## config.mk

```make
export PLATFORM = sky130hd
export DESIGN_NAME = mem_addr_sequencer_flat
export DESIGN_NICKNAME = d
export VERILOG_FILES = /design/src/rtl/mem_addr_sequencer_pkg.sv /design/src/rtl/mem_addr_sequencer_if.sv /design/src/rtl/mem_addr_cfg_bank.sv /design/src/rtl/mem_addr_sequencer.sv /design/src/flat_wrapper.sv
export SDC_FILE = /design/constraint.sdc
export NUM_CORES = 1
export LEC_CHECK = 0
export ABC_CLOCK_PERIOD_IN_PS = 5200
export CORE_UTILIZATION = 34
export DETAILED_ROUTE_END_ITERATION = 8
export GPL_ROUTABILITY_DRIVEN = 0
export REMOVE_ABC_BUFFERS = 1
export SKIP_CTS_REPAIR_TIMING = 1
export SLEW_MARGIN = 20
export SYNTH_ARGS = -nofsm -noshare
export SYNTH_HDL_FRONTEND = slang
export SYNTH_HIERARCHICAL = 1
export SYNTH_SLANG_ARGS = --single-unit
```

## constraint.sdc

```tcl
create_clock -name clk -period 5.2 [get_ports clk]
set_clock_uncertainty 0.05 [all_clocks]
set_input_delay 1.04 -clock clk [delete_from_list [all_inputs] [get_ports clk]]
set_output_delay 1.04 -clock clk [all_outputs]
set_load 0.05 [all_outputs]
```

## src/rtl/mem_addr_sequencer_pkg.sv

```systemverilog
// Shared types for the memory address sequencer: FSM states, the per-channel
// configuration slot and the channel-index width helper.
package mem_addr_sequencer_pkg;

    // Slot fields are stored at a fixed maximum width so one packed type fits
    // every ADDRESSWIDTH/STEPWIDTH up to these limits.
    localparam int SEQ_AW_MAX = 32;
    localparam int SEQ_SW_MAX = 16;

    typedef enum logic [0:0] {
        IDLE = 1'b0,
        RUN  = 1'b1
    } seq_state_t;

    typedef struct packed {
        logic [SEQ_AW_MAX-1:0] base;
        logic [SEQ_AW_MAX-1:0] len;
        logic [SEQ_SW_MAX-1:0] step;
        logic                  loop;
    } slot_t;

    localparam slot_t SLOT_RESET = '{
        base: '0,
        len:  '0,
        step: SEQ_SW_MAX'(1),
        loop: 1'b0
    };

    function automatic int chan_width(input int n);
        return (n > 1) ? $clog2(n) : 1;
    endfunction

endpackage

```

## src/rtl/mem_addr_sequencer_if.sv

```systemverilog
// Configuration, control and status bundle of the memory address sequencer.
interface mem_addr_sequencer_if
    import mem_addr_sequencer_pkg::*;
#(
    parameter int ADDRESSWIDTH = 10,
    parameter int NCHAN        = 4,
    parameter int STEPWIDTH    = 4
);
    localparam int AW = ADDRESSWIDTH;
    localparam int SW = STEPWIDTH;
    localparam int CW = chan_width(NCHAN);

    logic          cfg_we;
    logic [CW-1:0] cfg_chan;
    logic [AW-1:0] cfg_base;
    logic [AW-1:0] cfg_len;
    logic [SW-1:0] cfg_step;
    logic          cfg_loop;

    logic          start;
    logic [CW-1:0] start_chan;
    logic          inc;
    logic          zero;
    logic          abort;

    logic [AW-1:0] count_adr;
    logic          busy;
    logic [CW-1:0] active_chan;
    logic          done;
    logic          wrap;

    modport master (
        output cfg_we, cfg_chan, cfg_base, cfg_len, cfg_step, cfg_loop,
        output start, start_chan, inc, zero, abort,
        input  count_adr, busy, active_chan, done, wrap
    );

    modport slave (
        input  cfg_we, cfg_chan, cfg_base, cfg_len, cfg_step, cfg_loop,
        input  start, start_chan, inc, zero, abort,
        output count_adr, busy, active_chan, done, wrap
    );

endinterface

```

## src/rtl/mem_addr_cfg_bank.sv

```systemverilog
// Per-channel configuration slots: registered storage, one write port and a
// combinational read port (reads see the contents before a same-cycle write).
module mem_addr_cfg_bank
    import mem_addr_sequencer_pkg::*;
#(
    parameter int NCHAN = 4,
    parameter int CW    = 2
) (
    input  logic          clk,
    input  logic          rst,
    input  logic          wr_en,
    input  logic [CW-1:0] wr_chan,
    input  slot_t         wr_slot,
    input  logic [CW-1:0] rd_chan,
    output slot_t         rd_slot
);

    slot_t slot_q [NCHAN];

    genvar gi;
    generate
        for (gi = 0; gi < NCHAN; gi++) begin : g_slot
            slot_t slot_reg;

            always_ff @(posedge clk) begin
                if (rst) begin
                    slot_reg <= SLOT_RESET;
                end else if (wr_en && (wr_chan == CW'(gi))) begin
                    slot_reg <= wr_slot;
                end
            end

            assign slot_q[gi] = slot_reg;
        end
    endgenerate

    // Indices beyond NCHAN (non power-of-two bank) read back the reset slot.
    always_comb begin
        rd_slot = SLOT_RESET;
        for (int i = 0; i < NCHAN; i++) begin
            if (rd_chan == CW'(i)) begin
                rd_slot = slot_q[i];
            end
        end
    end

endmodule

```

## src/rtl/mem_addr_sequencer.sv

```systemverilog
// Multi-channel memory address sequencer: launches a stored base/len/step
// sequence and steps through it in one-shot or loop mode.
module mem_addr_sequencer
    import mem_addr_sequencer_pkg::*;
#(
    parameter int ADDRESSWIDTH = 10,
    parameter int NCHAN        = 4,
    parameter int STEPWIDTH    = 4
) (
    input  logic                  clk,
    input  logic                  rst,
    mem_addr_sequencer_if.slave   bus
);

    localparam int AW = ADDRESSWIDTH;
    localparam int SW = STEPWIDTH;
    localparam int CW = chan_width(NCHAN);

    slot_t         wr_slot;
    slot_t         rd_slot;
    logic [AW-1:0] rd_base;
    logic [AW-1:0] rd_len;
    logic [SW-1:0] rd_step;
    logic          rd_loop;

    seq_state_t    state_reg;
    logic [AW-1:0] base_reg;
    logic [AW-1:0] len_reg;
    logic [SW-1:0] step_reg;
    logic          loop_reg;
    logic [AW-1:0] offset_reg;

    logic [AW-1:0] count_adr_reg;
    logic          busy_reg;
    logic [CW-1:0] active_chan_reg;
    logic          done_reg;
    logic          wrap_reg;

    logic [AW:0]   noff_next;
    logic [AW-1:0] adr_next;

    always_comb begin
        wr_slot      = SLOT_RESET;
        wr_slot.base = SEQ_AW_MAX'(bus.cfg_base);
        wr_slot.len  = SEQ_AW_MAX'(bus.cfg_len);
        wr_slot.step = SEQ_SW_MAX'(bus.cfg_step);
        wr_slot.loop = bus.cfg_loop;
    end

    mem_addr_cfg_bank #(
        .NCHAN (NCHAN),
        .CW    (CW)
    ) u_cfg_bank (
        .clk     (clk),
        .rst     (rst),
        .wr_en   (bus.cfg_we),
        .wr_chan (bus.cfg_chan),
        .wr_slot (wr_slot),
        .rd_chan (bus.start_chan),
        .rd_slot (rd_slot)
    );

    assign rd_base = rd_slot.base[AW-1:0];
    assign rd_len  = rd_slot.len[AW-1:0];
    assign rd_step = rd_slot.step[SW-1:0];
    assign rd_loop = rd_slot.loop;

    // The slot carries wider fields than this instance needs; fold the spare
    // bits into sinks so they are visibly consumed.
    generate
        if (AW < SEQ_AW_MAX) begin : g_unused_aw
            logic unused_aw_bits;
            assign unused_aw_bits = ^{rd_slot.base[SEQ_AW_MAX-1:AW],
                                      rd_slot.len[SEQ_AW_MAX-1:AW]};
        end
        if (SW < SEQ_SW_MAX) begin : g_unused_sw
            logic unused_sw_bits;
            assign unused_sw_bits = ^rd_slot.step[SEQ_SW_MAX-1:SW];
        end
    endgenerate

    // One extra bit on the offset sum so an overshoot past len is never
    // hidden by wrap-around.
    assign noff_next = {1'b0, offset_reg} + (AW+1)'(step_reg);
    assign adr_next  = base_reg + noff_next[AW-1:0];

    always_ff @(posedge clk) begin
        if (rst) begin
            state_reg       <= IDLE;
            base_reg        <= '0;
            len_reg         <= '0;
            step_reg        <= SW'(1);
            loop_reg        <= 1'b0;
            offset_reg      <= '0;
            count_adr_reg   <= '0;
            busy_reg        <= 1'b0;
            active_chan_reg <= '0;
            done_reg        <= 1'b0;
            wrap_reg        <= 1'b0;
        end else begin
            done_reg <= 1'b0;
            wrap_reg <= 1'b0;
            case (state_reg)
                IDLE: begin
                    if (bus.start) begin
                        base_reg        <= rd_base;
                        len_reg         <= rd_len;
                        step_reg        <= (rd_step == '0) ? SW'(1) : rd_step;
                        loop_reg        <= rd_loop;
                        offset_reg      <= '0;
                        count_adr_reg   <= rd_base;
                        busy_reg        <= 1'b1;
                        active_chan_reg <= bus.start_chan;
                        state_reg       <= RUN;
                    end
                end
                RUN: begin
                    if (bus.abort) begin
                        busy_reg  <= 1'b0;
                        state_reg <= IDLE;
                    end else if (bus.zero) begin
                        offset_reg    <= '0;
                        count_adr_reg <= base_reg;
                    end else if (bus.inc) begin
                        if (noff_next <= {1'b0, len_reg}) begin
                            offset_reg    <= noff_next[AW-1:0];
                            count_adr_reg <= adr_next;
                        end else if (loop_reg) begin
                            offset_reg    <= '0;
                            count_adr_reg <= base_reg;
                            wrap_reg      <= 1'b1;
                        end else begin
                            // count_adr keeps the last issued address.
                            done_reg  <= 1'b1;
                            busy_reg  <= 1'b0;
                            state_reg <= IDLE;
                        end
                    end
                end
                default: begin
                    busy_reg  <= 1'b0;
                    state_reg <= IDLE;
                end
            endcase
        end
    end

    assign bus.count_adr   = count_adr_reg;
    assign bus.busy        = busy_reg;
    assign bus.active_chan = active_chan_reg;
    assign bus.done        = done_reg;
    assign bus.wrap        = wrap_reg;

endmodule

```

## src/flat_wrapper.sv

```systemverilog
// flat-port wrapper written by rule: the top's interface ports become plain ports
module mem_addr_sequencer_flat import mem_addr_sequencer_pkg::*;
#(
    parameter int ADDRESSWIDTH = 10,
    parameter int NCHAN        = 4,
    parameter int STEPWIDTH    = 4
)
  (clk, rst, bus_cfg_we, bus_cfg_chan, bus_cfg_base, bus_cfg_len, bus_cfg_step, bus_cfg_loop, bus_start, bus_start_chan, bus_inc, bus_zero, bus_abort, bus_count_adr, bus_busy, bus_active_chan, bus_done, bus_wrap);
  mem_addr_sequencer_if #(.ADDRESSWIDTH(ADDRESSWIDTH), .NCHAN(NCHAN), .STEPWIDTH(STEPWIDTH)) bus_i ();
  input  logic clk;
  input  logic rst;
  input wire logic [$bits(bus_i.cfg_we)-1:0] bus_cfg_we;
  input wire logic [$bits(bus_i.cfg_chan)-1:0] bus_cfg_chan;
  input wire logic [$bits(bus_i.cfg_base)-1:0] bus_cfg_base;
  input wire logic [$bits(bus_i.cfg_len)-1:0] bus_cfg_len;
  input wire logic [$bits(bus_i.cfg_step)-1:0] bus_cfg_step;
  input wire logic [$bits(bus_i.cfg_loop)-1:0] bus_cfg_loop;
  input wire logic [$bits(bus_i.start)-1:0] bus_start;
  input wire logic [$bits(bus_i.start_chan)-1:0] bus_start_chan;
  input wire logic [$bits(bus_i.inc)-1:0] bus_inc;
  input wire logic [$bits(bus_i.zero)-1:0] bus_zero;
  input wire logic [$bits(bus_i.abort)-1:0] bus_abort;
  output wire logic [$bits(bus_i.count_adr)-1:0] bus_count_adr;
  output wire logic [$bits(bus_i.busy)-1:0] bus_busy;
  output wire logic [$bits(bus_i.active_chan)-1:0] bus_active_chan;
  output wire logic [$bits(bus_i.done)-1:0] bus_done;
  output wire logic [$bits(bus_i.wrap)-1:0] bus_wrap;
  assign bus_i.cfg_we = bus_cfg_we;
  assign bus_i.cfg_chan = bus_cfg_chan;
  assign bus_i.cfg_base = bus_cfg_base;
  assign bus_i.cfg_len = bus_cfg_len;
  assign bus_i.cfg_step = bus_cfg_step;
  assign bus_i.cfg_loop = bus_cfg_loop;
  assign bus_i.start = bus_start;
  assign bus_i.start_chan = bus_start_chan;
  assign bus_i.inc = bus_inc;
  assign bus_i.zero = bus_zero;
  assign bus_i.abort = bus_abort;
  assign bus_count_adr = bus_i.count_adr;
  assign bus_busy = bus_i.busy;
  assign bus_active_chan = bus_i.active_chan;
  assign bus_done = bus_i.done;
  assign bus_wrap = bus_i.wrap;
  mem_addr_sequencer #(.ADDRESSWIDTH(ADDRESSWIDTH), .NCHAN(NCHAN), .STEPWIDTH(STEPWIDTH)) u_core (.clk(clk), .rst(rst), .bus(bus_i));
endmodule
```

==> metrics, run 1 <==
fillers=2159; worst vdd ir=0.215 mV; routed wire length on met2=8430 µm; fraction of layout cells with a size suffix above 1=0.0969; Int Power=2.07 mW; critical path peak fanout=28; Cell Rows=54; Hold Crit Depth=2; drt wl/cell=15.9 µm; die height=153 µm; Gate Count Post-Synth=811; Final ANT Viol Nets=0; endpoint class of the critical path=register; initial drt markers=301; Worst slew margin=0.271; Vias=5492; CP max stage delay=570 ps; number of global-route vias before repair=5445; unrepaired setup endpoints after global routing=no; sequential share of power=0.448; Core ar.=0.0221 mm²; most frequent cells in the layout=dfxtp_1, nand2b_1, mux2i_1, nand2_1, a21oi_1; Post-Route WL=17400 µm; antenna violations before repair=0; measured slew at the worst slew-check pin=1090 ps; TritonCTS buffer count=17; Initial Util=0.351; CP dominant cell by count=ha_1; R2R setup slack=600 ps; met1 wire length=8270 µm; finished layout cell area=0.00885 mm²; Power Density=308 mW/mm²; Max Fclk=0.217 GHz; Register-to-Register Path Depth=15; HPWL Detailed=11400 µm; ANT cells=0; cells along the critical path=ha_1 > inv_1 > fa_1 > nand2b_1 > a21oi_2 > nor2b_1 > and3_1 > xor2_1 > ha_1 > nand4_1 > or4_1 > a32oi_2 > a211oi_1 > o21a_2 > o41ai_1; commonest non-fill, non-tap cell in the layout=dfxtp_1; Clock transition at path regs=60 ps; reg2reg end=u_core/bus.count_adr[0]; status=finished clean; CTS tree=built; H-tree levels=4; startpoint types=register; Hold Crit Class=reg2reg; Buf+Inv Stages, Crit Path=1; clk_lat worst skew=420 ps; Crit path max-delay family=compound AO/OA/AOI/OAI gates; Clk pwr share=0.443; WP data required=5450 ps; Top Layer Used=met4; min-delay src=u_core/len_reg[3]; Root Buffer=clkbuf_16; remaining routing DRC violations=0; final worst setup slack=599 ps; RR Startpoint=u_core/step_reg[0]; largest net degree at the start of global routing=85; Final Critical Period=4600 ps; drt via density=5.02; launch point of the worst path=u_core/step_reg[0]; Netlist Area Pre-Place=0.00775 mm²; P_sw=0.660 mW; Setup CP Type=reg2reg; GR Overflow Total=0; syn_area_per_cell=9.56 µm²; Routed met3 length=455 µm; worst hold endpoint=u_core/len_reg[3]; final hold vios=0; final setup fails=0; Layout area overhead=14.1%; LEAKAGE=3.56 nW; Synth Warn #=6; Die X=153 µm; Sink Count=151; Pre-Repair DR Iteration Count=5; Slew Viols, Final=0; final net count=863; maximum clock insertion buffer count=2; slowest CP cell=or4_1; total negative slack=0 ps; Final period util=0.885; port bufs=50; pre-CTS WS=409 ps; combinational power share=0.109; full die area=0.0234 mm²; CP Data Arrival Time=4850 ps; Post-DP Area=0.00826 mm²; total power=2.72 mW; Max-Cap Viols=0; number of flip-flops in the largest register=100; I/O pin count=51; total global-route track usage=0.154; first-pass GRT wire length=28400 µm; Sw Share=0.242
[tightest hold or removal path, delay by kind of cell (launching register included)]
kind / cells / cell delay (ps)
AO/OA/AOI/OAI: 1 / 50
AND/OR/NAND/NOR: 1 / 50
flip-flops: 1 / 300
[per-stage QoR]
step                      hold WS, ps  cells  utilization
final                             408   1095        0.400
after global routing              427   1095        0.400
after CTS                         410   1095        0.400
after detailed placement          402   1063        0.374
after global placement            394   1063        0.374
after floorplan                   380    719            -
[cell type report]
type / instances / area [µm²] / share of cell area
Inverter: 21 / 78.8 / 0.00891
Clock buffer: 25 / 485 / 0.0549
Sequential cell: 151 / 3020 / 0.342
Clock inverter: 7 / 93.8 / 0.0106
Tap cell: 280 / 350 / 0.0396
Multi-Input combinational cell: 547 / 4220 / 0.477
Timing Repair Buffer: 64 / 598 / 0.0676
[power groups by stage]
stage | clock network (mW) | logic [mW] | registers [mW]
floorplan | 0 | 0.153 | 1.26
global placement | 0 | 0.295 | 1.24
detailed placement | 0 | 0.298 | 1.25
CTS | 1.23 | 0.299 | 1.22
global route | 1.28 | 0.322 | 1.22
finish | 1.21 | 0.297 | 1.22
[worst max-delay path by stage]
| stage | endpoint | cells past startpoint |
|---|---|---|
| final | u_core/bus.count_adr[0] | 15 |
| after global routing | u_core/bus.count_adr[6] | 16 |
| after CTS | u_core/offset_reg[5] | 16 |
| after detailed placement | u_core/offset_reg[5] | 16 |
| after floorplan | u_core/offset_reg[4] | 16 |
| after global placement | u_core/bus.count_adr[6] | 16 |
[routing by layer]
layer,vias up,track usage
li1,2748,-
met1,2654,0.198
met2,70,0.257
met3,20,0.0286
met4,0,0.0534
met5,-,0
No activity file was read; power rests on OpenSTA's default activity.
==> run 2: changes to the inputs <==
- CORE_UTILIZATION: 34 -> 61
- PLACE_DENSITY: not set -> 0.79
- TNS_END_PERCENT: not set -> 100
==> metrics, run 2 (synthesis results as in run 1) <==
register area=0.00302 mm²; pre-CTS WS=478 ps; full die area=0.0132 mm²; port bufs=50; number of flip-flops in the largest register=100; Max Fclk=0.215 GHz; status=finished clean; Clock transition at path regs=60 ps; drt via density=5.73; remaining routing DRC violations=0; Die X=115 µm; CP max stage delay=560 ps; drt wl/cell=17.0 µm; Post-Layout Cell Count=979; fraction of layout cells with a size suffix above 1=0.0937; Cell Rows=40; die height=115 µm; initial drt markers=416; GR Overflow Total=0; clk_lat worst skew=420 ps; total power=2.73 mW; maximum clock insertion buffer count=2; Initial Util=0.635; Final ANT Viol Nets=0; Post-Route WL=16600 µm; worst vdd ir=0.288 mV; Final period util=0.894; Cells after DPL=947; startpoint types=register; TritonCTS buffer count=17; Setup CP Type=reg2reg; CTS tree=built; final net count=859; antenna violations before repair=0; unrepaired setup endpoints after global routing=no; endpoint class of the critical path=register; Power Density=314 mW/mm²; multi-input logic area=0.00422 mm²; GRT busiest layer=met2; final hold vios=0; GR met2 Demand/Resource=0.468; commonest non-fill, non-tap cell in the layout=dfxtp_1; number of global-route vias before repair=5607; LEAKAGE=3.55 nW; final setup fails=0; Vias=5611; Sink Count=151; HPWL Detailed=10700 µm; cells along the critical path=ha_1 > inv_1 > fa_1 > nand2b_1 > a21oi_2 > nor2b_1 > and3_1 > xor2_1 > ha_1 > nand4_1 > or4_1 > a32oi_2 > a211oi_1 > o21a_2 > o41ai_1; critical path peak fanout=28; Root Buffer=clkbuf_16; CP Data Arrival Time=4900 ps; Core ar.=0.0122 mm²; Pre-Repair DR Iteration Count=5; GR Util met3=0.0538; CP dominant cell by count=ha_1; I/O pin count=51; largest net degree at the start of global routing=101; Max-Cap Viols=0; Final Critical Period=4650 ps; Worst slew margin=0.258; Global Route met1 Usage=0.331; H-tree levels=4; Hold Crit Class=reg2reg; Slew Viols, Final=0; first-pass GRT wire length=27400 µm; Hold Crit Depth=2; measured slew at the worst slew-check pin=1110 ps; slowest CP cell=or4_1; most frequent cells in the layout=dfxtp_1, nand2b_1, mux2i_1, nand2_1, a21oi_1; total negative slack=0 ps; Register-to-Register Path Depth=15; ANT cells=0; fillers=962; WP data required=5450 ps; final worst setup slack=549 ps; Layout area overhead=12.0%; total global-route track usage=0.267
run 2: changes by cell type in the layout (fill, tap and decap cells not counted):
| cell | previous run | this run |
|---|---|---|
| clkinv_2 | 2 | 3 |
| clkbuf_8 | 3 | 4 |
| clkinvlp_4 | 2 | 1 |
| clkbuf_1 | 5 | 4 |
| buf_4 | 15 | 11 |
| clkinv_4 | 1 | 0 |
| inv_6 | 0 | 1 |
run 2: report_power, final:
| part | switching [mW] | internal, mW |
|---|---|---|
| registers | 0.0247 | 1.20 |
| clock network | 0.460 | 0.757 |
| logic | 0.168 | 0.124 |
run 2: routing by layer:
metal  vias to the layer above  share of wire
li1                       2736              -
met1                      2733           0.45
met2                       116           0.50
met3                        26          0.033
met4                         0          0.017
met5                         -              0
run 2: path summary, 6_finish.rpt:
kind | end | slack (ps) | start
worst max-delay path | u_core/bus.count_adr[0] | 550 | u_core/step_reg[0]
worst min-delay path | u_core/len_reg[9] | 400 | u_core/len_reg[9]
worst max register to register | u_core/bus.count_adr[0] | 550 | u_core/step_reg[0]
worst min register to register | u_core/len_reg[9] | 400 | u_core/len_reg[9]
run 2: area by class of cell:
class / count / share of cell area
sequential: 151 / 0.348
inverter: 21 / 0.00908
multi-input combinational: 547 / 0.486
tap: 168 / 0.0242
clock inverter: 7 / 0.0105
timing repair buffer: 60 / 0.0654
clock buffer: 25 / 0.0571
run 2: critical path: cells and delay by family, from the launching register on:
family | cells | cell delay [ps]
flops | 1 | 330
buf+inv | 1 | 60
xor+xnor | 1 | 250
compound gates | 5 | 1620
fa+ha+maj | 3 | 790
simple gates | 5 | 1410
run 2: stage by stage:
| step | cell area, µm² | utilization | hold WS [ps] |
|---|---|---|---|
| floorplan | 7300 | - | 380 |
| CTS | 8670 | 0.710 | 405 |
| detailed placement | 8090 | 0.662 | 397 |
| global placement | 8090 | 0.662 | 391 |
| global route | 8680 | 0.711 | 431 |
| finish | 8680 | 0.711 | 405 |
==> run 3: changes to the inputs <==
- CORE_UTILIZATION: 61 -> 60
- PLACE_DENSITY: 0.79 -> 0.78
==> metrics, run 3 (synthesis results as in run 1) <==
drt via density=5.70; status=finished clean; fraction of layout cells with a size suffix above 1=0.0973; HPWL Detailed=10400 µm; Setup CP Type=reg2reg; Post-DP Area=0.00810 mm²; Hold Crit Depth=2; Final Critical Period=4630 ps; antenna violations before repair=0; Worst slew margin=0.208; min-delay src=u_core/len_reg[6]; Cell Rows=41; Slew Viols, Final=0; Root Buffer=clkbuf_16; finished layout cell area=0.00873 mm²; port bufs=50; first-pass GRT wire length=27200 µm; most frequent cells in the layout=dfxtp_1, nand2b_1, mux2i_1, nand2_1, a21oi_1; Layout area overhead=12.7%; Final ANT Viol Nets=0; final net count=860; final hold vios=0; Clock transition at path regs=60 ps; total negative slack=0 ps; WP data required=5500 ps; Die X=116 µm; total power=2.82 mW; CTS tree=built; worst hold endpoint=u_core/len_reg[6]; Max Fclk=0.216 GHz; CP Data Arrival Time=4930 ps; Register-to-Register Path Depth=16; fillers=969; H-tree levels=4; Pre-Repair DR Iteration Count=5; Initial Util=0.614; remaining routing DRC violations=0; endpoint class of the critical path=register; I/O pin count=51; RR Startpoint=u_core/step_reg[0]; Vias=5613; commonest non-fill, non-tap cell in the layout=dfxtp_1; die height=116 µm; Post-Route WL=16400 µm; drt wl/cell=16.7 µm; R2R setup slack=570 ps; initial drt markers=296; Hold Crit Class=reg2reg; TritonCTS buffer count=17; largest net degree at the start of global routing=123; startpoint types=register; final setup fails=0; reg2reg end=u_core/bus.count_adr[6]; total global-route track usage=0.263; Core ar.=0.0126 mm²; Max-Cap Viols=0; ANT cells=0; clk_lat worst skew=430 ps; measured slew at the worst slew-check pin=1180 ps; GR Overflow Total=0; critical path peak fanout=28; Sink Count=151; full die area=0.0134 mm²; Final period util=0.890; Power Density=323 mW/mm²; maximum clock insertion buffer count=2; number of global-route vias before repair=5670; worst vdd ir=0.203 mV; number of flip-flops in the largest register=100; unrepaired setup endpoints after global routing=no; LEAKAGE=3.56 nW
-- run 3: changes by cell type in the layout (fill, tap and decap cells not counted), moves of 2 or more --
cell        delta
clkbuf_1       -2
clkbuf_8       -2
bufinv_16      +2
clkinv_2       -2
clkinvlp_4     +4
-- run 3: worst max-delay path by stage --
stage,start,slack (ps),cells after the start,to
3_3_place_gp,u_core/step_reg[0],660,16,u_core/bus.count_adr[6]
6_report,u_core/step_reg[0],570,16,u_core/bus.count_adr[6]
2_1_floorplan,u_core/step_reg[0],940,16,u_core/offset_reg[4]
5_1_grt,u_core/offset_reg[0],250,16,u_core/bus.count_adr[6]
3_5_place_dp,u_core/step_reg[0],400,16,u_core/bus.count_adr[6]
4_1_cts,u_core/step_reg[0],380,16,u_core/bus.count_adr[6]
-- run 3: worst max-delay path, stage by stage (launching register included) --
cell      delay (ps)
dfxtp_1          330
ha_1             200
inv_1             70
fa_1             390
nand2b_1         170
a21oi_2          320
nor2b_1          330
and3_1           220
xor2_1           270
ha_1             190
nand4_1          130
or4_1            560
a32oi_2          230
a211oi_1         130
o21a_2           450
a311o_1          350
a21oi_1          150
-- run 3: where the power goes --
group	internal, mW	switching [mW]
sequential	1.20	0.0242
clock	0.829	0.482
combinational	0.125	0.169
-- run 3: area by class of cell --
| type | instances | area [µm²] | share of cell area |
|---|---|---|---|
| multi-input combinational | 547 | 4210 | 0.482 |
| sequential | 151 | 3020 | 0.346 |
| timing repair buffer | 61 | 576 | 0.0659 |
| clock buffer | 21 | 460 | 0.0527 |
| tap | 172 | 215 | 0.0246 |
| clock inverter | 11 | 171 | 0.0196 |
| inverter | 21 | 78.8 | 0.00903 |
-- run 3: metrics by stage --
step | hold slack (ps) | std cells | util | worst slack, ps
2_1_floorplan | 380 | 719 | - | 939
3_3_place_gp | 393 | 952 | 0.642 | 664
3_5_place_dp | 400 | 952 | 0.642 | 396
4_1_cts | 408 | 984 | 0.692 | 376
5_1_grt | 431 | 984 | 0.692 | 252
6_report | 406 | 984 | 0.692 | 573
-- run 3: per-layer routing --
metal | global-route usage | share of wire | vias up
li1 | - | - | 2753
met1 | 0.329 | 0.46 | 2686
met2 | 0.442 | 0.48 | 143
met3 | 0.0502 | 0.039 | 31
met4 | 0.119 | 0.020 | 0
met5 | 0 | 0 | -
